<file path="config.mk">
export PLATFORM = sky130hd
export DESIGN_NAME = button_conditioner_flat
export DESIGN_NICKNAME = d
export VERILOG_FILES = /design/src/rtl/button_conditioner_if.sv /design/src/rtl/button_conditioner.sv /design/src/flat_wrapper.sv
export SDC_FILE = /design/constraint.sdc
export NUM_CORES = 1
export LEC_CHECK = 0
export ABC_AREA = 1
export CORE_MARGIN = 2
export CORE_UTILIZATION = 50
export DETAILED_ROUTE_END_ITERATION = 16
export PLACE_DENSITY = 0.76
export SYNTH_ARGS = -nofsm -noshare
export SYNTH_HDL_FRONTEND = slang
export SYNTH_SLANG_ARGS = --single-unit
</file>
<file path="constraint.sdc">
create_clock -name CLK -period 2.7 [get_ports CLK]
set_input_delay 0.27 -clock CLK [delete_from_list [all_inputs] [get_ports CLK]]
set_output_delay 0.27 -clock CLK [all_outputs]
set_load 0.1 [all_outputs]
</file>
<file path="src/rtl/button_conditioner_if.sv">
// Button bundle between the board pins and the grid tracker: raw levels in,
// debounced levels, move pulses and overrun flag out.
interface button_conditioner_if #(
  parameter int unsigned NBTN = 3
);
  logic [NBTN-1:0] PushButton;
  logic [NBTN-1:0] BtnLevel;
  logic [NBTN-1:0] BtnPulse;
  logic            Overrun;

  modport master (output PushButton, input BtnLevel, BtnPulse, Overrun);
  modport slave  (input PushButton, output BtnLevel, BtnPulse, Overrun);
endinterface

</file>
<file path="src/rtl/button_conditioner.sv">
// Push-button conditioner: two-flop synchronizer, per-channel debounce and
// auto-repeat, and a lowest-index-first one-hot pulse arbiter with a gap cycle.
module button_conditioner #(
  parameter int unsigned NBTN            = 3,
  parameter int unsigned DEBOUNCE_CYCLES = 4,
  parameter int unsigned REPEAT_DELAY    = 20,
  parameter int unsigned REPEAT_RATE     = 8
) (
  input logic                 CLK,
  input logic                 RESET,
  button_conditioner_if.slave btn
);
  localparam int unsigned   CW         = 32;
  localparam logic [CW-1:0] DEB_LAST   = CW'(DEBOUNCE_CYCLES - 1);
  localparam logic [CW-1:0] RPT_DELAY  = CW'(REPEAT_DELAY);
  localparam logic [CW-1:0] RPT_RELOAD = CW'(REPEAT_DELAY - REPEAT_RATE);
  localparam bit            RPT_EN     = (REPEAT_DELAY != 0);

  logic [NBTN-1:0] sync1_q, sync2_q;
  logic [NBTN-1:0] level_q, level_d;
  logic [NBTN-1:0] pend_q, pend_d;
  logic [NBTN-1:0] pulse_q, pulse_d;
  logic            overrun_q, overrun_d;
  logic [CW-1:0]   dc_q [NBTN];
  logic [CW-1:0]   dc_d [NBTN];
  logic [CW-1:0]   rc_q [NBTN];
  logic [CW-1:0]   rc_d [NBTN];
  logic [NBTN-1:0] event_c;
  logic [NBTN-1:0] grant_c;
  logic            granted_c;

  always_comb begin
    level_d   = level_q;
    event_c   = '0;
    grant_c   = '0;
    granted_c = 1'b0;
    for (int i = 0; i < int'(NBTN); i++) begin
      dc_d[i] = dc_q[i];
      rc_d[i] = rc_q[i];
    end

    // Debounce: level follows the synchronized input only after it has
    // disagreed for DEBOUNCE_CYCLES consecutive cycles.
    for (int i = 0; i < int'(NBTN); i++) begin
      if (sync2_q[i] == level_q[i]) begin
        dc_d[i] = '0;
      end else if (dc_q[i] == DEB_LAST) begin
        level_d[i] = sync2_q[i];
        dc_d[i]    = '0;
      end else begin
        dc_d[i] = dc_q[i] + CW'(1);
      end
    end

    // Press on rising level; repeats while held, first after the delay then at the rate.
    for (int i = 0; i < int'(NBTN); i++) begin
      if (level_d[i] && !level_q[i]) begin
        event_c[i] = 1'b1;
        rc_d[i]    = '0;
      end else if (!level_d[i]) begin
        rc_d[i] = '0;
      end else if (RPT_EN && ((rc_q[i] + CW'(1)) == RPT_DELAY)) begin
        event_c[i] = 1'b1;
        rc_d[i]    = RPT_RELOAD;
      end else begin
        rc_d[i] = rc_q[i] + CW'(1);
      end
    end

    // A pulse is always followed by an idle cycle so every pulse is a fresh edge.
    if (pulse_q == '0) begin
      for (int i = 0; i < int'(NBTN); i++) begin
        if (pend_q[i] && !granted_c) begin
          grant_c[i] = 1'b1;
          granted_c  = 1'b1;
        end
      end
    end

    pulse_d   = grant_c;
    pend_d    = (pend_q & ~grant_c) | event_c;
    overrun_d = overrun_q | (|(event_c & pend_q & ~grant_c));
  end

  always_ff @(posedge CLK) begin
    if (RESET) begin
      sync1_q   <= '0;
      sync2_q   <= '0;
      level_q   <= '0;
      pend_q    <= '0;
      pulse_q   <= '0;
      overrun_q <= 1'b0;
      for (int i = 0; i < int'(NBTN); i++) begin
        dc_q[i] <= '0;
        rc_q[i] <= '0;
      end
    end else begin
      sync1_q   <= btn.PushButton;
      sync2_q   <= sync1_q;
      level_q   <= level_d;
      pend_q    <= pend_d;
      pulse_q   <= pulse_d;
      overrun_q <= overrun_d;
      for (int i = 0; i < int'(NBTN); i++) begin
        dc_q[i] <= dc_d[i];
        rc_q[i] <= rc_d[i];
      end
    end
  end

  assign btn.BtnLevel = level_q;
  assign btn.BtnPulse = pulse_q;
  assign btn.Overrun  = overrun_q;
endmodule

</file>
<file path="src/flat_wrapper.sv">
// flat-port wrapper written by rule: the top's interface ports become plain ports
module button_conditioner_flat 
#(
  parameter int unsigned NBTN            = 3,
  parameter int unsigned DEBOUNCE_CYCLES = 4,
  parameter int unsigned REPEAT_DELAY    = 20,
  parameter int unsigned REPEAT_RATE     = 8
)
  (CLK, RESET, btn_PushButton, btn_BtnLevel, btn_BtnPulse, btn_Overrun);
  button_conditioner_if #(.NBTN(NBTN)) btn_i ();
  input logic CLK;
  input logic RESET;
  input wire logic [$bits(btn_i.PushButton)-1:0] btn_PushButton;
  output wire logic [$bits(btn_i.BtnLevel)-1:0] btn_BtnLevel;
  output wire logic [$bits(btn_i.BtnPulse)-1:0] btn_BtnPulse;
  output wire logic [$bits(btn_i.Overrun)-1:0] btn_Overrun;
  assign btn_i.PushButton = btn_PushButton;
  assign btn_BtnLevel = btn_i.BtnLevel;
  assign btn_BtnPulse = btn_i.BtnPulse;
  assign btn_Overrun = btn_i.Overrun;
  button_conditioner #(.NBTN(NBTN), .DEBOUNCE_CYCLES(DEBOUNCE_CYCLES), .REPEAT_DELAY(REPEAT_DELAY), .REPEAT_RATE(REPEAT_RATE)) u_core (.CLK(CLK), .RESET(RESET), .btn(btn_i));
endmodule
</file>
### After elaboration in Yosys (flattened, before gate mapping)

Memories as Yosys holds them, arrays and structs flattened.
Index checks and enable logic that the tools add are counted.

| storage, ports and cells | value |
|---|---|
| latch bits | 0 |
| bits in registers | 16 |
| logic and storage cells | 93 |
| bits in read-only memories | 0 |
| memories | 2 |
| output and inout port bits | 7 |
| bits in writable memories | 192 |
| input port bits | 5 |

| operators by class | value |
|---|---|
| $lt $le $gt $ge | 0 |
| shift operators | 0 |
| equal/unequal tests | 9 |
| reductions and logical operators | 12 |
| bitwise logic cells | 12 |
| multipliers | 0 |
| mux-type cells | 46 |
| add/sub/neg operators | 6 |
| div/mod/pow operators | 0 |

Memories:

| memory | depth | bits a word | rd ports | clocked after memory_dff | wr ports | line | source |
|---|---|---|---|---|---|---|---|
| u_core.dc_q | 3 | 32 | 3 | 0 | 3 | button_conditioner.sv:24 | `logic [CW-1:0] dc_q [NBTN];` |
| u_core.rc_q | 3 | 32 | 3 | 0 | 3 | button_conditioner.sv:26 | `logic [CW-1:0] rc_q [NBTN];` |

Operator list:

| kind | count |
|---|---|
| 32-bit two-way mux | 21 |
| 32-bit by 1-bit adder with 32-bit output (second input constant) | 6 |
| 32-bit by 2-bit == test with 1-bit output (second input constant) | 3 |
| 32-bit by 5-bit == test with 1-bit output (second input constant) | 3 |
| 1-bit two-way mux | 24 |
| 3-bit bitwise AND | 3 |
| 1-bit bitwise OR | 7 |
| 1-bit logical AND | 5 |
| 1-bit logical NOT | 5 |
| 1-bit == test | 3 |
| 3-bit logical NOT | 1 |
| 3-bit two-way mux | 1 |
| 3-bit inverter | 1 |
| 3-bit bitwise OR | 1 |
| 3-bit OR reduction | 1 |

### Logic depth before layout (Yosys ltp)

| depth | value |
|---|---|
| depth after elaboration | 14 |
| depth in mapped cells | 18 |
| depth with buffers taken out | 18 |

### Worst setup path before layout

Ideal clock, no wire load.

| timing | value |
|---|---|
| path type | reg-to-reg |
| start point | register u_core.level_q[2] (netlist: u_core.btn.BtnLevel[2]) |
| end point | memory u_core.dc_q[2][2] (netlist: u_core.dc_q[0][66]) |
| path slack | 489 ps |
| arrival | 2141 ps |
| path buffers | 1 |
| period minus slack after synthesis | 2211 ps |
| data required time | 2630 ps |
| setup time | 70 ps |
| cell stages (with the launch flop) | 7 |
| cells stage by stage | dfxtp_1 > o21ai_0 > a21o_1 > nor2_1 > inv_1 > clkbuf_1 > a21oi_1 |

RTL lines:

| element | line | source |
|---|---|---|
| start: declaration | button_conditioner.sv:20 | `logic [NBTN-1:0] level_q, level_d;` |
| start signal: assignment | button_conditioner.sv:100 | `level_q <= level_d;` |
| end: declaration | button_conditioner.sv:24 |  |

==> summary.txt <==
Floorplanning
  • IO Pins: 12
  • Row count: 54
  • Starting density of the core: 51.2%
  • Overall die area: 23600 um^2
  • Core area: 21900 um^2
  • Die Width: ~150 um
  • Die outline height: around 150 um

Detailed routing
  • Total Wirelength: about 24 mm
  • Average vias per placed instance: a little over 5
  • Post-route ant nets: 0
  • Met3 wire length: between 1 and 1.5 mm
  • Initial detailed-routing violation count: between 600 and 700
  • Routed metal-1 wirelength: between 10 and 15 mm
  • Detailed-routing iteration count for the pre-antenna-repair pass: 5
  • Number of design rule violations left after detail routing: 0
  • Routed len/inst: between 10 and 15 um
  • Via count of the routed design: 10300
  • Uppermost metal layer occupied by signal nets: met4
  • Met2 Routed Length: approximately 11 mm

Timing
  • Final hold viol count: 0
  • Maximum clock skew at final layout: roughly 0.0074 ns
  • Final Max Tran Viols: 0
  • RSZ-0062 raised after global routing: no
  • Endpoints failing setup: 0
  • Setup TNS: 0 ns
  • Max frequency: roughly 0.41 GHz
  • Post-route worst hold slack: roughly 0.32 ns
  • Min Clock Period, post-route: between 2 and 2.5 ns
  • Final critical-path share of the clock period: about nine tenths
  • Relative slew margins: between 50% and 60%
  • Transition time at the pin with the least slew margin: 0.647 ns

Worst setup path
  • Slowest cell delay on critical path: between 0.3 and 0.4 ns
  • Crit path launch: u_core.rc_q[0][32]
  • Series of cell instances along the critical path: ha_1, nand3_1, nor2_1, nand3_1, o21ai_0, nand2_1, nor2_1, nand2_1, nor2_1, nand3_2, nand3_2, buf_12, nor2_1
  • Combined buffer and inverter count along the critical path: 1
  • Startpoint type of the worst setup path: flop
  • Setup crit end kind: flop
  • CP Max Fanout: 30
  • Critical path type: flop to flop
  • Slowest cell on the critical path: sky130_fd_sc_hd__dfxtp_1
  • Worst path most repeated cell: sky130_fd_sc_hd__nor2_1
  • Data arrival time of the worst path: around 2.9 ns
  • Data required, critical path: between 3 and 4 ns
  • Reg-to-Reg Start: u_core.rc_q[0][32]
  • Cell family with the largest share of critical-path delay: simple AND/OR/NAND/NOR gates

Clocking
  • Postcts setup bufs: 0
  • Clock latency reported for the late side of the worst-skew pair: approximately 0.5 ns
  • TritonCTS clock tree: yes
  • CTS H-tree lvls: 1
  • Clock edge transition at the registers on the reported setup and hold paths: 0.06 ns
  • Clk buf depth: 3
  • Number of resized instances in the post-cts repair step: 0
  • Num CTS Buffers: 23
  • Cts-stage hold buffer count: 0
  • Clock sink total: ~210
  • Clock tree root driver cell: sky130_fd_sc_hd__clkbuf_16

Synthesis
  • Count of flip-flops with a built-in enable after synthesis: 0
  • Avg Synthesized Cell Area: 6.59 um^2
  • Total standard cell area after synthesis: 11200 um^2
  • Count of different cell masters after synthesis: 46
  • Warning count from the yosys run: 0
  • Fraction of registers with async set or reset after synthesis: 0%
  • Flip-flop and latch count after synthesis: between 200 and 250
  • Commonest register cell after synthesis: sky130_fd_sc_hd__dfxtp_1
  • Post-Synthesis Net Count: ~1700
  • Part of the Yosys area used for sequential elements: 37.2%
  • Cells after synthesis: between 1500 and 2000

GRT
  • Gr ovfl total: 0
  • Number of antenna violations at the first check in global routing: 0
  • Number of global-route vias before repair: about 9600
  • Global Route Usage Sum: between 20% and 30%
  • Pin count of the biggest net entering global routing: 31
  • Wire length of the first global-routing pass: about 41 mm

Final layout
  • Share of cells above drive strength 1: under 10%
  • Synth-to-layout area growth: 12.1%
  • Net count, final: approximately 1700
  • Filler instances: around 2100
  • Antenna diode count: 0
  • Utilization of the core after routing: a little under three fifths

Hold path
  • Hold wc startpoint: btn_PushButton[0]
  • Min-Delay Path Class: input pin to flop

Power
  • Maximum vdd ir drop: roughly 0.48 mV
  • Total leakage power: roughly 4.9 nW
  • Total power of the final layout: 6.82 mW
  • PD cells: 543 nW/um^2

Job
  • # Max-Cap Violations: 0

Place
  • RePlAce Congestion: roughly 0.90
  • PortBufs: 11
  • Hpwl dp: 17.6 mm

Status
  • Run status: finished clean
==> power breakdown <==
group	internal (mW)	switching (mW)	total [mW]
combinational	0.0138	0.0244	0.0382
sequential	3.07	0.00269	3.08
clock	2.43	1.28	3.71
total	5.52	1.30	6.82
==> final timing paths <==
kind | end | slack, ns | depth (start not counted)
worst max-delay path | u_core.rc_q[0][50] | 0.24 | 13
worst min-delay path | u_core.sync1_q[0] | 0.32 | 3
worst max register to register | u_core.rc_q[0][50] | 0.24 | 13
worst min register to register | u_core.sync2_q[1] | 0.40 | 2
==> synthesized netlist by cell type, types with 7 or more instances <==
cell	n	area, um^2
sky130_fd_sc_hd__nand2_1	475	1780
sky130_fd_sc_hd__nand2_2	11	68.8
sky130_fd_sc_hd__nand3_2	7	70.1
sky130_fd_sc_hd__ha_1	8	100
sky130_fd_sc_hd__nor2_2	22	138
sky130_fd_sc_hd__a21oi_2	20	175
sky130_fd_sc_hd__o21ai_0	36	180
sky130_fd_sc_hd__nand3_1	87	435
sky130_fd_sc_hd__nor2_4	16	180
sky130_fd_sc_hd__a21oi_1	70	350
sky130_fd_sc_hd__nand4_1	26	163
sky130_fd_sc_hd__dfxtp_1	208	4160
sky130_fd_sc_hd__clkbuf_1	7	26.3
sky130_fd_sc_hd__nand3b_1	37	278
sky130_fd_sc_hd__xor2_1	26	228
sky130_fd_sc_hd__nor4_1	28	175
sky130_fd_sc_hd__nor3_1	38	190
sky130_fd_sc_hd__xnor2_1	15	131
sky130_fd_sc_hd__inv_1	235	882
sky130_fd_sc_hd__nor2_1	267	1000
==> per-layer routing <==
layer  vias to the layer above  track usage, %
li1                       5463               -
met5                         -               0
met1                      4594            26.9
met4                         0            5.55
met2                       209            33.7
met3                        46            2.68
==> sequential cells by signal, summed over array words and instances (netlist names) <==
| name | cells |
|---|---|
| u_core.btn.BtnPulse | 3 |
| u_core.btn.BtnLevel | 3 |
| u_core.dc_q | 96 |
| u_core.sync2_q | 3 |
| u_core.sync1_q | 3 |
| u_core.btn.Overrun | 1 |
| u_core.rc_q | 96 |
| u_core.pend_q | 3 |
==> tightest hold or removal path: cells and delay by family <==
family / cells / cell delay [ns]
buffers and inverters: 2 / 0.47
AND/OR/NAND/NOR: 1 / 0.04
==> placed cells by master (no fill, tap or decap), drive strengths merged <==
master | synthesis | layout
nand3b | 38 | 38
nor4 | 31 | 31
nor3b | 3 | 3
nand4 | 27 | 27
a31oi | 1 | 1
o211ai | 2 | 2
dfxtp | 208 | 208
a21o | 3 | 3
nand2 | 487 | 487
ha | 8 | 8
o21ai | 41 | 41
clkinvlp | 0 | 3
o21a | 6 | 6
buf | 11 | 15
or4 | 1 | 1
xor2 | 26 | 26
a21oi | 90 | 90
clkdlybuf4s50 | 0 | 4
nor2 | 305 | 305
xnor2 | 15 | 15
o31ai | 1 | 1
clkinv | 1 | 3
clkbuf | 7 | 28
o21bai | 6 | 6
bufinv | 0 | 8
or2 | 7 | 7
nor4b | 1 | 1
nor3 | 43 | 43
inv | 236 | 236
nand3 | 94 | 94
a221oi | 1 | 1
and3 | 1 | 1
==> through the flow <==
stage                     instances  setup WS, ns  instance area [um^2]
after global placement         1982         0.271                 11600
final                          2023         0.240                 12600
after floorplan                1701         0.489                 11200
after CTS                      2023         0.239                 12500
after global routing           2023       0.00821                 12600
after detailed placement       1982         0.249                 11600
==> area by class of cell <==
cell class              count  area, um^2  area share (%)
multi-input cells        1238        6060            48.2
flip-flops and latches    208        4160            33.2
inverters                 237         890            7.08
clock buffers              28         634            5.05
well taps                 280         350            2.79
clock inverters            13         273            2.17
repair buffers             19         190            1.51
==> logic make-up (layout without fill, tap and decap cells) <==
logic type | after synthesis | in the layout | share of synthesized area, %
AOI/OAI and AO/OA | 151 | 151 | 7.86
xor gates and xnor gates | 41 | 41 | 3.20
adders and majority gates | 8 | 8 | 0.893
buffers and inverters | 255 | 297 | 8.88
DFF | 208 | 208 | 37.2
and+or+nand+nor | 1038 | 1038 | 42.0
Power figures use the tool's default switching activity.
